## src/rtl/adc_pkg.sv

```systemverilog
// Shared constants and state encoding for the ADC SPI sampler.
package adc_pkg;

    localparam int ADC_BITS = 24;

    // SPI mode 0: CPOL=0, CPHA=0, so SCLK idles low and data is captured on the high half.
    localparam logic [1:0] SPI_MODE  = 2'd0;
    localparam logic       SCLK_IDLE = SPI_MODE[1];

    typedef enum logic [2:0] {
        IDLE,
        CS_SETUP,
        SHIFT,
        CS_HOLD,
        ACCUM
    } state_t;

endpackage

```

## src/rtl/adc_spi_sampler_if.sv

```systemverilog
// ADC pin and result bundle; master is the sampler, slave is the converter/consumer side.
interface adc_spi_sampler_if;

    logic                         adc_drdy_n;
    logic                         adc_miso;
    logic                         adc_cs_n;
    logic                         adc_sclk;
    logic [adc_pkg::ADC_BITS-1:0] adc_value;
    logic                         adc_valid;
    logic                         adc_timeout;

    modport master (
        input  adc_drdy_n, adc_miso,
        output adc_cs_n, adc_sclk, adc_value, adc_valid, adc_timeout
    );

    modport slave (
        output adc_drdy_n, adc_miso,
        input  adc_cs_n, adc_sclk, adc_value, adc_valid, adc_timeout
    );

endinterface

```

## src/rtl/adc_spi_shift.sv

```systemverilog
// SPI read engine: CS setup, 24 SCLK periods MSB-first, CS hold; done pulses with data.
// Latency from i_start to o_done is 50*CLK_DIV+1 clocks; i_start is ignored while busy.
module adc_spi_shift
    import adc_pkg::*;
#(
    parameter int CLK_DIV = 50
) (
    input  logic                clk,
    input  logic                reset,
    input  logic                i_start,
    input  logic                i_miso,
    output logic                o_cs_n,
    output logic                o_sclk,
    output logic                o_done,
    output logic [ADC_BITS-1:0] o_data
);

    localparam int DIV_W = $clog2(CLK_DIV);

    state_t              r_state;
    logic [DIV_W-1:0]    r_div;
    logic [4:0]          r_bit;
    logic [ADC_BITS-1:0] r_shift;
    logic                r_cs_n;
    logic                r_sclk;
    logic                r_done;
    logic                w_div_end;

    assign w_div_end = (r_div == DIV_W'(CLK_DIV - 1));

    always_ff @(posedge clk) begin
        if (reset) begin
            r_state <= IDLE;
            r_div   <= '0;
            r_bit   <= '0;
            r_shift <= '0;
            r_cs_n  <= 1'b1;
            r_sclk  <= SCLK_IDLE;
            r_done  <= 1'b0;
        end else begin
            r_done <= 1'b0;
            case (r_state)
                IDLE: begin
                    if (i_start) begin
                        r_cs_n  <= 1'b0;
                        r_div   <= '0;
                        r_state <= CS_SETUP;
                    end
                end
                CS_SETUP: begin
                    if (w_div_end) begin
                        r_div   <= '0;
                        r_bit   <= '0;
                        r_state <= SHIFT;
                    end else begin
                        r_div <= r_div + 1'b1;
                    end
                end
                SHIFT: begin
                    if (w_div_end) begin
                        r_div  <= '0;
                        r_sclk <= ~r_sclk;
                        // Capture on the last clock of the high half, just before SCLK falls.
                        if (r_sclk) begin
                            r_shift <= {r_shift[ADC_BITS-2:0], i_miso};
                            r_bit   <= r_bit + 1'b1;
                            if (r_bit == 5'(ADC_BITS - 1)) begin
                                r_state <= CS_HOLD;
                            end
                        end
                    end else begin
                        r_div <= r_div + 1'b1;
                    end
                end
                CS_HOLD: begin
                    if (w_div_end) begin
                        r_div   <= '0;
                        r_cs_n  <= 1'b1;
                        r_done  <= 1'b1;
                        r_state <= IDLE;
                    end else begin
                        r_div <= r_div + 1'b1;
                    end
                end
                default: r_state <= IDLE;
            endcase
        end
    end

    assign o_cs_n = r_cs_n;
    assign o_sclk = r_sclk;
    assign o_done = r_done;
    assign o_data = r_shift;

endmodule

```

## src/rtl/adc_spi_sampler.sv

```systemverilog
// Syncs DRDY/MISO, arms on DRDY high, reads one frame per DRDY fall, averages 2^AVG_LOG2 frames.
// adc_valid pulses one clock after the final ACCUM; sticky adc_timeout after DRDY_TIMEOUT idle clocks.
module adc_spi_sampler
    import adc_pkg::*;
#(
    parameter int CLK_DIV      = 50,
    parameter int AVG_LOG2     = 3,
    parameter int DRDY_TIMEOUT = 10000000
) (
    input  logic              CLK100MHZ,
    input  logic              reset,
    adc_spi_sampler_if.master bus
);

    localparam int ACC_W = ADC_BITS + AVG_LOG2;
    localparam int CNT_W = AVG_LOG2 + 1;
    localparam int TO_W  = $clog2(DRDY_TIMEOUT);
    localparam logic [CNT_W-1:0] CNT_FULL = CNT_W'(1 << AVG_LOG2);

    logic                r_drdy_s1, r_drdy_s2;
    logic                r_miso_s1, r_miso_s2;
    state_t              r_state;
    logic                r_armed;
    logic                r_start;
    logic [ACC_W-1:0]    r_acc;
    logic [CNT_W-1:0]    r_cnt;
    logic [TO_W-1:0]     r_to_cnt;
    logic [ADC_BITS-1:0] r_value;
    logic                r_valid;
    logic                r_timeout;

    logic                w_cs_n;
    logic                w_sclk;
    logic                w_done;
    logic [ADC_BITS-1:0] w_data;
    logic [ACC_W-1:0]    w_acc_sum;
    logic [CNT_W-1:0]    w_cnt_next;

    assign w_acc_sum  = r_acc + ACC_W'(w_data);
    assign w_cnt_next = r_cnt + CNT_W'(1);

    adc_spi_shift #(
        .CLK_DIV (CLK_DIV)
    ) u_shift (
        .clk     (CLK100MHZ),
        .reset   (reset),
        .i_start (r_start),
        .i_miso  (r_miso_s2),
        .o_cs_n  (w_cs_n),
        .o_sclk  (w_sclk),
        .o_done  (w_done),
        .o_data  (w_data)
    );

    always_ff @(posedge CLK100MHZ) begin
        if (reset) begin
            r_drdy_s1 <= 1'b1;
            r_drdy_s2 <= 1'b1;
            r_miso_s1 <= 1'b0;
            r_miso_s2 <= 1'b0;
            r_state   <= IDLE;
            r_armed   <= 1'b1;
            r_start   <= 1'b0;
            r_acc     <= '0;
            r_cnt     <= '0;
            r_to_cnt  <= '0;
            r_value   <= '0;
            r_valid   <= 1'b0;
            r_timeout <= 1'b0;
        end else begin
            r_drdy_s1 <= bus.adc_drdy_n;
            r_drdy_s2 <= r_drdy_s1;
            r_miso_s1 <= bus.adc_miso;
            r_miso_s2 <= r_miso_s1;
            r_start   <= 1'b0;
            r_valid   <= 1'b0;
            case (r_state)
                IDLE: begin
                    // armed blocks a second read while DRDY is still low from the same conversion
                    if (r_drdy_s2) begin
                        r_armed <= 1'b1;
                    end
                    if (!r_drdy_s2 && r_armed) begin
                        r_armed  <= 1'b0;
                        r_start  <= 1'b1;
                        r_to_cnt <= '0;
                        r_state  <= SHIFT;
                    end else if (r_to_cnt == TO_W'(DRDY_TIMEOUT - 1)) begin
                        r_to_cnt  <= '0;
                        r_timeout <= 1'b1;
                    end else begin
                        r_to_cnt <= r_to_cnt + 1'b1;
                    end
                end
                SHIFT: begin
                    if (w_done) begin
                        r_state <= ACCUM;
                    end
                end
                ACCUM: begin
                    r_state <= IDLE;
                    if (w_cnt_next == CNT_FULL) begin
                        r_value   <= w_acc_sum[ACC_W-1:AVG_LOG2];
                        r_valid   <= 1'b1;
                        r_timeout <= 1'b0;
                        r_acc     <= '0;
                        r_cnt     <= '0;
                    end else begin
                        r_acc <= w_acc_sum;
                        r_cnt <= w_cnt_next;
                    end
                end
                default: r_state <= IDLE;
            endcase
        end
    end

    assign bus.adc_cs_n    = w_cs_n;
    assign bus.adc_sclk    = w_sclk;
    assign bus.adc_value   = r_value;
    assign bus.adc_valid   = r_valid;
    assign bus.adc_timeout = r_timeout;

endmodule

```

## src/flat_wrapper.sv

```systemverilog
// flat-port wrapper written by rule: the top's interface ports become plain ports
module adc_spi_sampler_flat import adc_pkg::*;
#(
    parameter int CLK_DIV      = 50,
    parameter int AVG_LOG2     = 3,
    parameter int DRDY_TIMEOUT = 10000000
)
  (CLK100MHZ, reset, bus_adc_drdy_n, bus_adc_miso, bus_adc_cs_n, bus_adc_sclk, bus_adc_value, bus_adc_valid, bus_adc_timeout);
  adc_spi_sampler_if bus_i ();
  input  logic CLK100MHZ;
  input  logic reset;
  input wire logic [$bits(bus_i.adc_drdy_n)-1:0] bus_adc_drdy_n;
  input wire logic [$bits(bus_i.adc_miso)-1:0] bus_adc_miso;
  output wire logic [$bits(bus_i.adc_cs_n)-1:0] bus_adc_cs_n;
  output wire logic [$bits(bus_i.adc_sclk)-1:0] bus_adc_sclk;
  output wire logic [$bits(bus_i.adc_value)-1:0] bus_adc_value;
  output wire logic [$bits(bus_i.adc_valid)-1:0] bus_adc_valid;
  output wire logic [$bits(bus_i.adc_timeout)-1:0] bus_adc_timeout;
  assign bus_i.adc_drdy_n = bus_adc_drdy_n;
  assign bus_i.adc_miso = bus_adc_miso;
  assign bus_adc_cs_n = bus_i.adc_cs_n;
  assign bus_adc_sclk = bus_i.adc_sclk;
  assign bus_adc_value = bus_i.adc_value;
  assign bus_adc_valid = bus_i.adc_valid;
  assign bus_adc_timeout = bus_i.adc_timeout;
  adc_spi_sampler #(.CLK_DIV(CLK_DIV), .AVG_LOG2(AVG_LOG2), .DRDY_TIMEOUT(DRDY_TIMEOUT)) u_core (.CLK100MHZ(CLK100MHZ), .reset(reset), .bus(bus_i));
endmodule
```

## config.mk

```make
export PLATFORM = sky130hd
export DESIGN_NAME = adc_spi_sampler_flat
export DESIGN_NICKNAME = d
export VERILOG_FILES = /design/src/rtl/adc_pkg.sv /design/src/rtl/adc_spi_sampler_if.sv /design/src/rtl/adc_spi_shift.sv /design/src/rtl/adc_spi_sampler.sv /design/src/flat_wrapper.sv
export SDC_FILE = /design/constraint.sdc
export NUM_CORES = 1
export LEC_CHECK = 0
export CAP_MARGIN = 40
export CELL_PAD_IN_SITES_DETAIL_PLACEMENT = 0
export CELL_PAD_IN_SITES_GLOBAL_PLACEMENT = 1
export CORE_ASPECT_RATIO = 1.75
export CORE_UTILIZATION = 30
export DETAILED_ROUTE_END_ITERATION = 8
export HOLD_SLACK_MARGIN = 0.1
export PLACE_DENSITY = 0.62
export SYNTH_ARGS = -nofsm -noshare
export SYNTH_HDL_FRONTEND = slang
export SYNTH_SLANG_ARGS = --single-unit
```

## constraint.sdc

```tcl
create_clock -name CLK100MHZ -period 2.9 [get_ports CLK100MHZ]
set_clock_uncertainty 0.15 [all_clocks]
set_input_delay 0.435 -clock CLK100MHZ [delete_from_list [all_inputs] [get_ports CLK100MHZ]]
set_output_delay 0.435 -clock CLK100MHZ [all_outputs]
set_load 0.05 [all_outputs]
```

==> impl_results.md, run 1 <==
- Period Utilization, post-route: between 90% and 100%
- Status: completed
- Sw Ratio: 23.0%
- Fmax: 362 MHz
- Worst Setup Slack, final: 0.135 ns
- Power Density: 547 nW/um^2
- Skew-Pair Late Insertion Delay: approximately 0.42 ns
- Via Count: 6001
- Commonest non-fill, non-tap cell in the layout: nand2_1
- Power share of the clock group: 53.4%
- Switching power total: 0.00103 W
- Die Ht: 197 um
- DR WL/cell: 15.0 um
- CP Max Fanout: 5
- Initial antenna violation count: 0
- Std-Cell Rows: 71
- Largest net degree at the start of global routing: 50
- Drt first-iter violations: 179
- Design area: 8150 sq um
- Synth warn: 0
- Fraction of layout cells with a size suffix above 1: between 10% and 20%
- Crit. End Element: register
- Critical R2R Capture: u_core.r_acc[26]
- Post-Synthesis Cells: 822
- Number of synthesized register bits: 129
- Avg Vias per Cell: roughly 5
- Ys async rst share: 0%
- Commonest cells after routing, fill and taps aside: nand2_1, dfxtp_1, a21oi_1
- DRT antenna net count: 0
- Worst-Margin Slew: between 0.5 and 0.6 ns
- Hold Path End: u_core.r_state[2]
- CTS tree: done
- RSZ-0062 raised after global routing: true
- Die ar.: 22400 sq um
- Util after Layout: about two fifths
- Crit path max-delay family: compound AO/OA/AOI/OAI gates
- Average cell area after synthesis: ~8 sq um
- Mapped Area: 6540 sq um
- Max IR drop VDD: 0.000307 V
- H-tree Lvls: 4
- Slew headroom: a little under two thirds
- Critical Path Max Stage Delay: 0.46 ns
- First-pass GRT wire length: between 20 and 30 mm
- Worst Setup Path Type: register to register
- Reg-to-Reg Start: u_core.r_acc[3]
- Final GP Congestion: 0.803
- Sequential power share: around two fifths
- P_int: 0.00344 W
- CTS Buf Count: 17
- Initial DRT Pass Iterations: 5
- Leak pwr: ~3.1 nW
- Bufs and invs on worst path: 2
- Number of diodes: 0
- Synth-to-layout area growth: 24.6%
- Vias in the first global route: 6124
- Ys flop type: dfxtp_1
- Hold Path Depth: 2
- Startpoint class of the critical path: register
- Max-Cap Viols: 0
- CP Cell Sequence: ha_1, o21ai_0, o21bai_2, o2111ai_1, buf_4, o31a_1, o21ai_4, a311oi_4, buf_6, or4_1, a31oi_1
- CTS clock-pin slew for the worst setup and hold paths: 0.06 ns
- Initial Util: 30.6%
- Hold Startpoint: u_core.u_shift.o_done
- Slowest-stage cell, CP: or4_1
- Setup WS pre-CTS: -0.0635 ns
- IO buf count: 31
- Setup-failing EPs final: 0
- CTS max path bufs: 2
- Worst reg-to-reg path cell count: 11
- I/O pin count: 32
- Gr usage total: between 10% and 20%
- Reg2Reg Setup Slack: 0.14 ns
- HP Class: register to register
- Post-detail-place hpwl: around 13 mm
- Clock Sinks: 129
- Combinational Power Share: 5.7%
- Post-synth EDFFs: 0
- Critical Path AT: approximately 3.0 ns
- Sequential-to-total area share from yosys stat: between 30% and 40%
- Fillers: approximately 2300
- Tmin final: 2.76 ns
- Post-route DRC: 0
- Yosys top cell area share: between 30% and 40%
- Syn nets: 862
- Grt ovf: 0
- Root Driver: clkbuf_16
- Max Slew Vio Count: 0
- Die Wd: 114 um
- Ranking of synthesized cells by area: dfxtp_1, nand2_1, a21oi_1, ha_1, nor2_1
- Nets@finish: 922
- Yosys cell types: 58
- DP Area: ~7400 sq um
- CORE AREA: 21400 sq um
- WP data required: roughly 3.1 ns
- Final Hold Fails: 0
- Cell taking the most area after synthesis: dfxtp_1
- Total Wirelength: roughly 18 mm
## power by group through the flow
stage                     combinational [W]  sequential, W  clock [W]
after global placement             0.000259        0.00186          0
after CTS                          0.000260        0.00182    0.00245
after global routing               0.000291        0.00183    0.00252
after floorplan                    0.000187        0.00186          0
after detailed placement           0.000259        0.00186          0
final                              0.000255        0.00182    0.00238
## through the flow
| step | power (W) | hold WS [ns] | TNS [ns] | cells |
|---|---|---|---|---|
| 3_3_place_gp | 0.00212 | 0.253 | -0.0664 | 1152 |
| 2_1_floorplan | 0.00205 | 0.239 | 0 | 822 |
| 5_1_grt | 0.00464 | 0.279 | -0.0431 | 1187 |
| 6_report | 0.00446 | 0.274 | 0 | 1187 |
| 4_1_cts | 0.00453 | 0.275 | 0 | 1187 |
| 3_5_place_dp | 0.00212 | 0.251 | -0.182 | 1153 |
## final cells by class
class                   count  area (sq um)  share of cell area, %
clock inverters            14           211                   2.59
repair buffers             82           707                   8.67
inverters                  10          37.5                  0.460
clock buffers              18           439                   5.39
flip-flops and latches    129          2580                   31.7
well taps                 292           365                   4.48
multi-input cells         642          3810                   46.7
## routing by layer
layer	vias up	GRT usage [%]	part of all wire, %
met2	68	32.4	54
met4	0	8.19	2.6
met3	28	3.41	2.3
li1	3034	-	-
met5	-	0	0
met1	2871	17.8	41
## Yosys cell counts, drive strengths merged, types with 2 or more instances
master and n:
a311oi 5, ha 35, o2111ai 2, and3 6
o31a 3, a31oi 9, nor4 8, and2 8
or2 5, a21o 11, nor3 16, o211ai 5
a21oi 90, nor2 80, nand3b 7, a22oi 11
o21ai 55, a22o 4, or3 10, dfxtp 129
o21a 4, nand4 11, clkbuf 41, xor2 20
inv 10, a211oi 9, nand2b 6, o21bai 5
or4 3, nand4b 3, nor3b 5, nand3 27
and4 2, mux2i 3, nand2 139, xnor2 10
nor2b 9, a21bo 2
## what timing repair did
item                                    4_1_cts  5_1_grt
endpoints found under the setup margin        4       17
hold buffers                                  0        0
gates cloned                                  0        0
buffers inserted                              2        0
pin swaps                                     6        7
gates resized for setup                       6        9
## state kept, by name, indices dropped and copies added, names as in the netlist
register                cells
u_core.r_acc               27
u_core.bus.adc_value       24
u_core.r_to_cnt            24
u_core.u_shift.o_data      24
u_core.u_shift.r_div        6
u_core.u_shift.r_bit        5
u_core.r_cnt                4
u_core.r_state              2
u_core.u_shift.r_state      2
u_core.bus.adc_timeout      1
u_core.bus.adc_valid        1
u_core.r_armed              1
u_core.r_drdy_s1            1
u_core.r_drdy_s2            1
u_core.r_miso_s1            1
u_core.r_miso_s2            1
u_core.r_start              1
u_core.u_shift.o_cs_n       1
u_core.u_shift.o_done       1
u_core.u_shift.o_sclk       1
## worst reg2reg max path: stages (launching register included)
cell,delay [ns]
dfxtp_1,0.32
ha_1,0.32
o21ai_0,0.10
o21bai_2,0.16
o2111ai_1,0.14
buf_4,0.16
o31a_1,0.28
o21ai_4,0.16
a311oi_4,0.12
buf_6,0.15
or4_1,0.46
a31oi_1,0.16
## cells by family (layout without fill, tap and decap cells)
kind of cell	after synthesis	in the layout	synth area share, %
flip-flops	129	129	39.5
XOR/XNOR	30	30	4.02
multiplexers	3	3	0.459
buffers and inverters	51	124	2.93
AO/OA/AOI/OAI	225	225	21.1
adder cells (fa/ha/maj)	36	36	7.00
AND/OR/NAND/NOR	348	348	25.0
## how the worst max path moves through the flow
stage                              from                  endpoint  cells past startpoint
2_1_floorplan  u_core.u_shift.o_data[0]  u_core.bus.adc_value[23]                     10
3_3_place_gp   u_core.u_shift.o_data[0]  u_core.bus.adc_value[21]                     12
3_5_place_dp   u_core.u_shift.o_data[0]          u_core.r_acc[26]                     12
4_1_cts        u_core.u_shift.o_data[7]          u_core.r_acc[26]                     11
5_1_grt        u_core.u_shift.o_data[6]          u_core.r_acc[26]                     11
6_report                u_core.r_acc[3]          u_core.r_acc[26]                     11
Power figures use the tool's default switching activity.
==> inputs of run 2 (changes only) <==
Settings changed: SETUP_SLACK_MARGIN set to 0.3.
==> run 2 against run 1 <==
Non-clock buffer count decreased by 3. Cell area increased by 0.58%. Via count decreased by 1.5%. Clock power decreased by 8.4%. Wire length increased by 2.0%. Power decreased by 4.4%. Register-to-register slack improved by 0.09 ns. Sequential share of layout area decreased by 0.062 points. Utilization increased by 0.22 points. First-iteration DRC count increased by 22%. Largest power group unchanged.
==> impl_results.md, run 2 (synthesis gave the netlist of run 1 again) <==
- Vias in the first global route: 6084 (-0.65%)
- CORE AREA: 21400 sq um (unchanged)
- Final Hold Fails: 0 (unchanged)
- Startpoint class of the critical path: register
- Critical Path Max Stage Delay: 0.34 ns (-0.12 ns)
- P_int: 0.00322 W (-6.2%)
- Die ar.: 22400 sq um (unchanged)
- Post-route DRC: 0 (unchanged)
- Root Driver: clkbuf_16
- Avg Vias per Cell: 4.99 (-1.2%)
- Skew-Pair Late Insertion Delay: 0.42 ns (about the same)
- Initial DRT Pass Iterations: 4 (-1)
- Synth-to-layout area growth: 25.3%
- Crit. End Element: register
- Max IR drop VDD: 0.000321 V (+4.5%)
- Power Total: 0.00426 W (-4.4%)
- Finished Layout Cells: 1184 (-0.25%)
- Initial antenna violation count: 0 (unchanged)
- Largest Register: u_core.r_acc
- CP Max Fanout: 5 (unchanged)
- Switching power total: 0.00104 W (+1.5%)
- Fraction of layout cells with a size suffix above 1: 14.0% (+1.9 points)
- Combinational Power Share: 6.0% (+0.3 points)
- Max-Cap Viols: 0 (unchanged)
- DR WL/cell: 15.4 um (+2.3%)
- Sw Ratio: 24.4% (+1.4 points)
- Number of flip-flops under the largest register name: 27 (unchanged)
- Via Count: 5912 (-1.5%)
- Nets@finish: 919 (-0.33%)
- I/O pin count: 32 (unchanged)
- Largest net degree at the start of global routing: 55 (+10%)
- Leak pwr: 3.03 nW (-2.0%)
- Worst-Margin Slew: 0.585 ns (+0.0378 ns)
- Tmin final: 2.68 ns (-0.0892 ns)
- Die Wd: 114 um (unchanged)
- Final GP Congestion: 0.784 (-2.4%)
- IO buf count: 31 (unchanged)
- H-tree Lvls: 4 (unchanged)
- RSZ-0062 raised after global routing: true
- Slowest-stage cell, CP: fa_2
- Total Wirelength: 18.2 mm (+2.0%)
- Worst Setup Path Type: register to register
- CP Cell Sequence: ha_4, fa_2, a211oi_2, o21bai_2, o2111ai_2, o31a_1, o21ai_4, a311oi_4, buf_4, xor2_1, o21ai_1
- Fin Setup TNS: 0 ns (unchanged)
- Std-Cell Rows: 71 (unchanged)
- Status: completed
- Post-detail-place hpwl: 12.8 mm (+0.43%)
- Grt ovf: 0 (unchanged)
- HP Class: register to register
- Number of diodes: 0 (unchanged)
- CTS tree: done
- Power Density: 520 nW/um^2 (-5.0%)
- Gr usage total: 17.4% (+0.23 points)
- Fmax: 374 MHz (+3.3%)
- CTS Buf Count: 17 (unchanged)
- Slew headroom: 61.0% (-2.5 points)
- CTS max path bufs: 2 (unchanged)
- Worst reg-to-reg path cell count: 11 (unchanged)
- Period Utilization, post-route: 92.3% (-3.1 points)
- First-pass GRT wire length: 30.5 mm (+2.0%)
- Sequential power share: 42.8% (+1.9 points)
- CTS clock-pin slew for the worst setup and hold paths: 0.06 ns (about the same)
- DP Area: 7340 sq um (-1.4%)
- Setup-failing EPs final: 0 (unchanged)
- Hold Worst Slack: 0.268 ns (-0.00569 ns)
- Design area: 8200 sq um (+0.58%)
- Die Ht: 197 um (unchanged)
- Initial Util: 30.6% (unchanged)
- Commonest non-fill, non-tap cell in the layout: nand2_1
- Clock Sinks: 129 (unchanged)
- Hold Path Depth: 1 (-1)
- # placed instances: 1139 (-1.2%)
- Critical Path AT: 2.84 ns (-0.12 ns)
- Commonest cells after routing, fill and taps aside: nand2_1, dfxtp_1, a21oi_1
- WP data required: 3.06 ns (-0.03 ns)
- DRT antenna net count: 0 (unchanged)
- Max Slew Vio Count: 0 (unchanged)
- Drt first-iter violations: 219 (+22%)
- Power share of the clock group: 51.2% (-2.2 points)
[run 2: cell count changes in the layout (fill, tap and decap cells not counted), sizes merged]
cell / change
buf: -3
bufinv: -3
clkinvlp: +3
clkbuf: +2
clkinv: -1
inv: -1
[run 2: repair_timing]
item	4_1_cts	5_1_grt
pin swaps	20	10
hold buffers	0	0
gates resized for setup	33	8
endpoints found under the setup margin	24	40
buffers inserted	8	5
[run 2: final timing paths]
| check | from | end | slack, ns |
|---|---|---|---|
| worst max-delay path | u_core.r_acc[0] | u_core.bus.adc_value[21] | 0.22 |
| worst min-delay path | u_core.r_drdy_s1 | u_core.r_drdy_s2 | 0.27 |
| worst min register to register | u_core.r_drdy_s1 | u_core.r_drdy_s2 | 0.27 |
| worst max register to register | u_core.r_acc[0] | u_core.bus.adc_value[21] | 0.22 |
[run 2: stage by stage]
step,utilization (%),worst slack [ns]
4_1_cts,38.0,0.0943
3_3_place_gp,34.2,0.0528
2_1_floorplan,-,0.303
5_1_grt,38.3,0.0718
3_5_place_dp,34.3,0.0496
6_report,38.3,0.225
[run 2: per-layer routing]
metal / up-vias / track usage, % / routed length [um]
met1: 2808 / 18.2 / 7500
met4: 0 / 7.07 / 292
met5: - / 0 / 0
li1: 3025 / - / -
met2: 59 / 33.6 / 10100
met3: 20 / 2.95 / 341
[run 2: area by class of cell]
type | count | area [sq um]
Fill cell | 2256 | 13200
Multi-Input combinational cell | 642 | 3930
Sequential cell | 129 | 2590
Timing Repair Buffer | 79 | 668
Clock buffer | 20 | 467
Tap cell | 292 | 365
Clock inverter | 12 | 134
Inverter | 10 | 37.5
[run 2: critical path: cells and delay by family (launching register included)]
family | cells | cell delay (ns)
AOI/OAI and AO/OA | 7 | 1.25
adders and majority gates | 2 | 0.50
DFF | 1 | 0.33
buffers and inverters | 1 | 0.18
xor gates and xnor gates | 1 | 0.14
[run 2: power groups by stage]
stage	clock (W)	combinational, W	sequential [W]
final	0.00218	0.000254	0.00183
after global routing	0.00233	0.000293	0.00183
after CTS	0.00224	0.000261	0.00183
after detailed placement	0	0.000259	0.00186
after global placement	0	0.000256	0.00186
after floorplan	0	0.000187	0.00186
